## config.mk

```make
export PLATFORM = sky130hd
export DESIGN_NAME = scv_fracgen
export DESIGN_NICKNAME = d
export VERILOG_FILES = /design/src/rtl/scv_fracgen.sv
export SDC_FILE = /design/constraint.sdc
export NUM_CORES = 1
export LEC_CHECK = 0
export CAP_MARGIN = 20
export CORE_ASPECT_RATIO = 1.1
export CORE_MARGIN = 1.5
export CORE_UTILIZATION = 53
export DETAILED_ROUTE_END_ITERATION = 7
export HOLD_SLACK_MARGIN = 0.12
export PLACE_DENSITY = 0.77
export SYNTH_ARGS = -nofsm -noshare
export SYNTH_HDL_FRONTEND = slang
export SYNTH_SLANG_ARGS = --single-unit
```

## constraint.sdc

```tcl
create_clock -name CLK -period 6.9 [get_ports CLK]
set_input_delay 1.035 -clock CLK [delete_from_list [all_inputs] [get_ports CLK]]
set_output_delay 1.035 -clock CLK [all_outputs]
set_load 0.05 [all_outputs]
```

## src/rtl/scv_fracgen.sv

```systemverilog
// Multi-channel fractional clock-enable generator: CE at CLK*MUL/DIV plus a phase counter per channel.
// Define SCV_FRACGEN_CECOUNT_EN to add the per-channel 16-bit CE pulse counter output CE_CNT.
module scv_fracgen #(
  parameter int NCH   = 3,
  parameter int ACC_W = 9,
  parameter int PH_W  = 2,
  parameter logic [NCH*ACC_W-1:0] MUL_INIT = {9'd22, 9'd1, 9'd88},
  parameter logic [NCH*ACC_W-1:0] DIV_INIT = {9'd105, 9'd7, 9'd315}
) (
  input  logic                       CLK,
  input  logic                       RES,
  input  logic [NCH-1:0]             EN,
  input  logic                       LOAD,
  input  logic [NCH*ACC_W-1:0]       MUL,
  input  logic [NCH*ACC_W-1:0]       DIV,
  output logic [NCH-1:0]             CE,
  output logic [NCH*PH_W-1:0]        PHASE,
  output logic [NCH*(2**PH_W)-1:0]   PH_STB
`ifdef SCV_FRACGEN_CECOUNT_EN
  ,
  output logic [NCH*16-1:0]          CE_CNT
`endif
);

  localparam int NPH = 2**PH_W;

  logic [NCH-1:0] ce;

  assign CE = ce;

  for (genvar ch = 0; ch < NCH; ch++) begin : g_ch
    logic [ACC_W-1:0] mul_q, mul_d;
    logic [ACC_W-1:0] div_q, div_d;
    logic [ACC_W-1:0] acc_q, acc_d;
    logic [PH_W-1:0]  ph_q, ph_d;
    logic [ACC_W:0]   sum;
    logic [ACC_W-1:0] rem;
    logic             degen, sat, hit;

    // One extra bit so acc + mul never wraps before the compare.
    assign sum   = {1'b0, acc_q} + {1'b0, mul_q};
    assign hit   = sum >= {1'b0, div_q};
    assign rem   = sum[ACC_W-1:0] - div_q;
    assign degen = (mul_q == '0) || (div_q == '0);
    assign sat   = !degen && (mul_q >= div_q);

    assign ce[ch] = EN[ch] & hit & ~degen & ~RES;

    always_comb begin
      // NOTE: every next-state signal gets its hold value first, so no path leaves it unassigned (no latch).
      mul_d = mul_q;
      div_d = div_q;
      acc_d = acc_q;
      ph_d  = ph_q;
      if (LOAD) begin
        mul_d = MUL[ch*ACC_W +: ACC_W];
        div_d = DIV[ch*ACC_W +: ACC_W];
        acc_d = '0;
        ph_d  = '0;
      end else if (EN[ch] && !degen) begin
        acc_d = sat ? '0 : (hit ? rem : sum[ACC_W-1:0]);
        ph_d  = ph_q + PH_W'(ce[ch]);
      end
    end

    always_ff @(posedge CLK or posedge RES) begin
      if (RES) begin
        // NOTE: the ratio registers are a tiny register file, so they are reset to their INIT values like any flop.
        mul_q <= MUL_INIT[ch*ACC_W +: ACC_W];
        div_q <= DIV_INIT[ch*ACC_W +: ACC_W];
        acc_q <= '0;
        ph_q  <= '0;
      end else begin
        // NOTE: non-blocking assignments so every flop samples pre-edge values.
        mul_q <= mul_d;
        div_q <= div_d;
        acc_q <= acc_d;
        ph_q  <= ph_d;
      end
    end

    assign PHASE[ch*PH_W +: PH_W] = ph_q;

    for (genvar p = 0; p < NPH; p++) begin : g_ph
      assign PH_STB[ch*NPH + p] = ce[ch] & (ph_q == PH_W'(p));
    end

`ifdef SCV_FRACGEN_CECOUNT_EN
    logic [15:0] cnt_q, cnt_d;

    always_comb begin
      cnt_d = cnt_q;
      if (LOAD)        cnt_d = '0;
      else if (ce[ch]) cnt_d = cnt_q + 16'd1;
    end

    always_ff @(posedge CLK or posedge RES) begin
      if (RES) cnt_q <= '0;
      else     cnt_q <= cnt_d;
    end

    assign CE_CNT[ch*16 +: 16] = cnt_q;
`endif
  end

endmodule
```

# Word level (Yosys, flattened, before mapping)
# Index checks and enable logic that the tools add are counted.
[totals]
register_bits = 87
input_bits = 60
elab_cells = 103
[op_classes]
n_addsub = 9
order_cmp = 6
eq_ne = 9
muxes = 18
bitwise = 25
n_reduce_logical = 24
[ops]
columns = ["operator", "n"]
rows = [
  ["9-bit 2-to-1 mux", 12],
  ["9-bit zero test", 6],
  ["9-bit by 9-bit adder with 10-bit output", 3],
  ["10-bit by 9-bit greater-or-equal comparator with 1-bit output", 3],
  ["9-bit greater-or-equal comparator", 3],
  ["9-bit subtractor", 3],
  ["1-bit AND", 21],
  ["2-bit == test (second input constant)", 6],
  ["2-bit 2-to-1 mux", 6],
  ["2-bit by 1-bit adder with 2-bit output", 3],
  ["2-bit by 1-bit == test with 1-bit output (second input constant)", 3],
  ["1-bit logical AND", 6],
  ["2-bit zero test", 3],
  ["2-bit nonzero test", 3],
  ["1-bit inverter", 4],
  ["1-bit zero test", 3],
  ["1-bit logical OR", 3],
]

# Depth between registers and ports, before layout
[depth]
ltp_word = 8
ltp_mapped = 19
ltp_nobuf = 18

# Least setup slack after synthesis
# Ideal clock, no wire load.
[synth_path]
path_type = "input to output"
from = "input RES"
to = "output PH_STB[8]"
arrival_time_ps = 4839
required_ps = 5865
setup_slack_ps = 1026
path_stages = 3
path_cell_list = "inv_1 and3_1 nor3b_1"
[synth_via]
elab_chain_len = 3
[synth_lines]
columns = ["item", "line", "rtl"]
rows = [
  ["start, declared", "11", "input logic RES,"],
  ["1-bit inverter", "47", "assign ce[ch] = EN[ch] & hit & ~degen & ~RES;"],
  ["1-bit AND", "47", ""],
  ["via CE[2]", "16", "output logic [NCH-1:0] CE,"],
  ["1-bit AND", "85", "assign PH_STB[ch*NPH + p] = ce[ch] & (ph_q == PH_W'(p));"],
  ["end, declared", "18", "output logic [NCH*(2**PH_W)-1:0] PH_STB"],
]
# The timed path passes the listed nets, and every way through them passes these cells.

# Worst setup path after layout
[layout_path]
from = "register g_ch[1].mul_q[0]"
to = "output PH_STB[7]"
[layout_via]
elab_chain_len = 6
[layout_lines]
columns = ["item", "line", "rtl"]
rows = [
  ["start, declared", "32", "logic [ACC_W-1:0] mul_q, mul_d;"],
  ["start signal, assigned", "69", "mul_q <= MUL_INIT[ch*ACC_W +: ACC_W];"],
  ["start signal, assigned", "75", "mul_q <= mul_d;"],
  ["9-bit by 9-bit adder with 10-bit output or 9-bit zero test (tied branches)", "41, 44", ""],
  ["10-bit by 9-bit greater-or-equal comparator with 1-bit output or 1-bit logical OR (tied branches)", "42, 44", ""],
  ["1-bit AND or 1-bit inverter (tied branches)", "47", ""],
  ["1-bit AND * (2 in series)", "47", ""],
  ["1-bit AND *", "85", ""],
]
# Every way passes the cells marked *; elsewhere a longest branch is shown, timed or not.

==> results_dict.tcl <==
set metrics [dict create \
    antenna_found_initial 0 \
    finalHoldViolations 0 \
    ys_async_sr_fraction 1.00 \
    clock_latency_ns 0.35 \
    hp-class "reg -> reg" \
    ir_drop_mv 0.249 \
    ys_seq_area_frac 0.338 \
    r2r-end "g_ch[2].ph_q[1]" \
    layout-drive-gt1-share 0.111 \
    p_per_area_mw_per_mm2 433 \
    synth_edf_count 0 \
    area_growth_pct 20.1 \
    path_clk_slew_ns 0.07 \
    fin_setup_tns_ns 0 \
    postCtsSetupBuffers 0 \
    antenna_cells 0 \
    reg2reg_depth 17 \
    postSynthCellCount 694 \
    vias 5491 \
    grt.total_usage 0.267 \
    cap_violations 0 \
    grt_pass1_wl_um 26900 \
    slew_violations 0 \
    finClkSkew_ns 0.00794 \
    synth_top_flop_cell "dfrtp_1" \
    die_h_um 119 \
    drt_wl_total_um 16400 \
    critPathLaunchType "flop" \
    ioPinCount 81 \
    synth_area_per_cell_um2 9.39 \
    fp.dieW_um 109 \
    grt_max_degree 88 \
    drt-vias-per-instance 5.85 \
    clockBufferDepth 2 \
    rows 42 \
    grt_setup_unrepaired "no" \
    worstSetupPathType "reg -> out" \
    slew_headroom 0.298 \
    drtIter0Drc 269 \
    io_buffers 80 \
    status "finished clean" \
    root_buffer "clkbuf_16" \
    period_share 0.868 \
    synth_cell_types 50 \
    cts_buffers 9 \
    fin_crit_ns 5.99 \
    ys_seq_elements 87 \
    dpl.hpwl_um 12400 \
    clock.fmax_mhz 167 \
    cp.arrival_ns 4.96 \
    grt_pass1_vias 5632 \
    grt.overflow.total 0 \
    fin_nets 930 \
    clkSinkCount 87 \
    setup_violations 0 \
    hold_buffers 0 \
    cts.repair.resized 0 \
    worst_pin_slew_ns 1.04 \
    ys_top_cells_by_area "dfrtp_1, ha_1, dfstp_2" \
    hold_path_depth 2 \
    core_area_mm2 0.0120 \
    syn_nets 844 \
    synth_area_mm2 0.00652 \
    yosysTopAreaCell "dfrtp_1" \
    dr.pass1.iters 4 \
    htreeDepth 3 \
    end_kind "primary output" \
    cp_data_required_time_ns 5.86 \
    yosys_warnings 0 \
    critPathMaxFanout 4 \
    wl_per_cell_um 17.5 \
    ff2ff_setup_slack_ns 2.66 \
    antenna_left 0 \
    r2r_start "g_ch[2].mul_q[0]" \
    drc 0 \
    utilization 0.650 \
    synth_top_cell_area_share 0.257 \
    cts_tree "yes" \
    hp-start "g_ch[2].acc_q[3]" \
    start_util 0.541 \
    nFillCells 957 \
    place_congestion 0.935 \
    holdPathEnd "g_ch[2].acc_q[3]" \
    leakage_uw 0.00362 \
    dieArea_mm2 0.0130 \
]
==> metrics by stage <==
step | total power (µW) | area [µm²] | setup slack, ns | instances | hold WS [ns]
4_1_cts | 3360 | 7790 | 0.945 | 936 | 0.493
5_1_grt | 3640 | 7820 | 0.774 | 938 | 0.513
3_3_place_gp | 2770 | 7480 | 1.48 | 921 | 0.472
3_5_place_dp | 2840 | 7480 | 1.35 | 921 | 0.478
6_report | 3390 | 7820 | 0.910 | 938 | 0.490
2_1_floorplan | 2400 | 6520 | 1.03 | 694 | 0.453
==> where the power goes <==
part | switching (µW) | internal (µW)
Sequential | 81.3 | 614
Clock | 208 | 300
Combinational | 1180 | 1010
==> synth_stat cells, types with 3 or more instances <==
library cell,instances
nor4_1,7
dfstp_2,20
nor3_1,15
nor3b_1,7
a21oi_1,33
nor2b_1,14
a211oi_1,5
inv_1,42
o31ai_1,4
nand4_1,8
ha_1,84
nand2_1,76
nor2_1,41
nand3_1,12
o21ai_0,66
o21bai_1,3
or3_1,4
xor2_1,15
mux2_2,31
nand2b_1,5
clkbuf_1,10
a21o_1,15
o21ai_1,4
o21a_1,3
dfrtp_1,67
o41ai_1,5
fa_1,6
or3_4,3
and3_1,12
xnor2_1,25
mux2i_1,21
==> cells by family (layout without fill, tap and decap cells) <==
| group | after synthesis | count (layout) | share of synthesized area |
|---|---|---|---|
| and+or+nand+nor | 208 | 208 | 0.154 |
| xor gates and xnor gates | 40 | 40 | 0.0538 |
| buffers and inverters | 57 | 147 | 0.0357 |
| muxes | 54 | 54 | 0.0904 |
| DFF | 87 | 87 | 0.338 |
| AOI/OAI and AO/OA | 158 | 158 | 0.148 |
| adders and majority gates | 90 | 90 | 0.180 |
==> cell type report <==
type / count / area, µm² / area share
Tap cell: 154 / 193 / 0.0246
Timing Repair Buffer: 88 / 873 / 0.112
Sequential cell: 87 / 2200 / 0.281
Multi-Input combinational cell: 550 / 4080 / 0.522
Clock inverter: 4 / 55.1 / 0.00704
Clock buffer: 11 / 253 / 0.0323
Inverter: 44 / 166 / 0.0213
==> worst max-delay path by stage <==
stage	start	endpoint	slack [ns]	cells past startpoint
2_1_floorplan	RES	PH_STB[8]	1.03	3
3_3_place_gp	g_ch[1].mul_q[0]	PH_STB[7]	1.48	16
3_5_place_dp	g_ch[1].mul_q[0]	PH_STB[7]	1.35	16
4_1_cts	g_ch[1].mul_q[0]	PH_STB[7]	0.94	16
5_1_grt	g_ch[1].mul_q[0]	PH_STB[7]	0.77	16
6_report	g_ch[1].mul_q[0]	PH_STB[7]	0.91	16
==> layout by cell type, fill, tap and decap left out, drive strengths merged, types with 4 or more instances in the layout <==
cell type and instances:
o21ai 70, fa 6, o31ai 4, xor2 15
nor2 41, buf 9, nor2b 14, nand3 12
nor3 15, and3 12, nor4 7, mux2i 21
nand4 8, inv 43, a21o 15, nor3b 7
or3 7, clkbuf 11, a211oi 5, dfstp 20
ha 84, nand2b 5, a21oi 34, xnor2 25
clkdlybuf4s50 79, nand2 76, o41ai 5, dfrtp 67
mux2 33
==> sequential cells by signal, indices dropped and copies added (netlist names) <==
register / cells
g_ch.div_q: 27
g_ch.acc_q: 27
g_ch.mul_q: 27
g_ch.ph_q: 6
==> layer usage <==
layer | vias to the layer above | global-route usage | wire length (µm) | share of wire
met3 | 38 | 0.0443 | 612 | 0.037
met4 | 0 | 0.125 | 480 | 0.029
met2 | 149 | 0.460 | 8320 | 0.51
met5 | - | 0 | 0 | 0
met1 | 2648 | 0.321 | 7020 | 0.43
li1 | 2656 | - | - | -
==> worst max-delay path, cell delays in order, from the launching register on <==
cell and delay, ns:
dfstp_2 0.38, ha_1 0.23, fa_1 0.41, a21o_1 0.19
a221o_1 0.31, or3_1 0.30, a31oi_1 0.23, xnor2_1 0.12
ha_1 0.37, and3_1 0.18, nand3_1 0.08, o21ai_0 0.24
a221oi_2 0.08, or3_4 0.37, inv_2 0.08, and3_1 0.22
clkdlybuf4s50_1 0.83
Power figures use the tool's default switching activity.
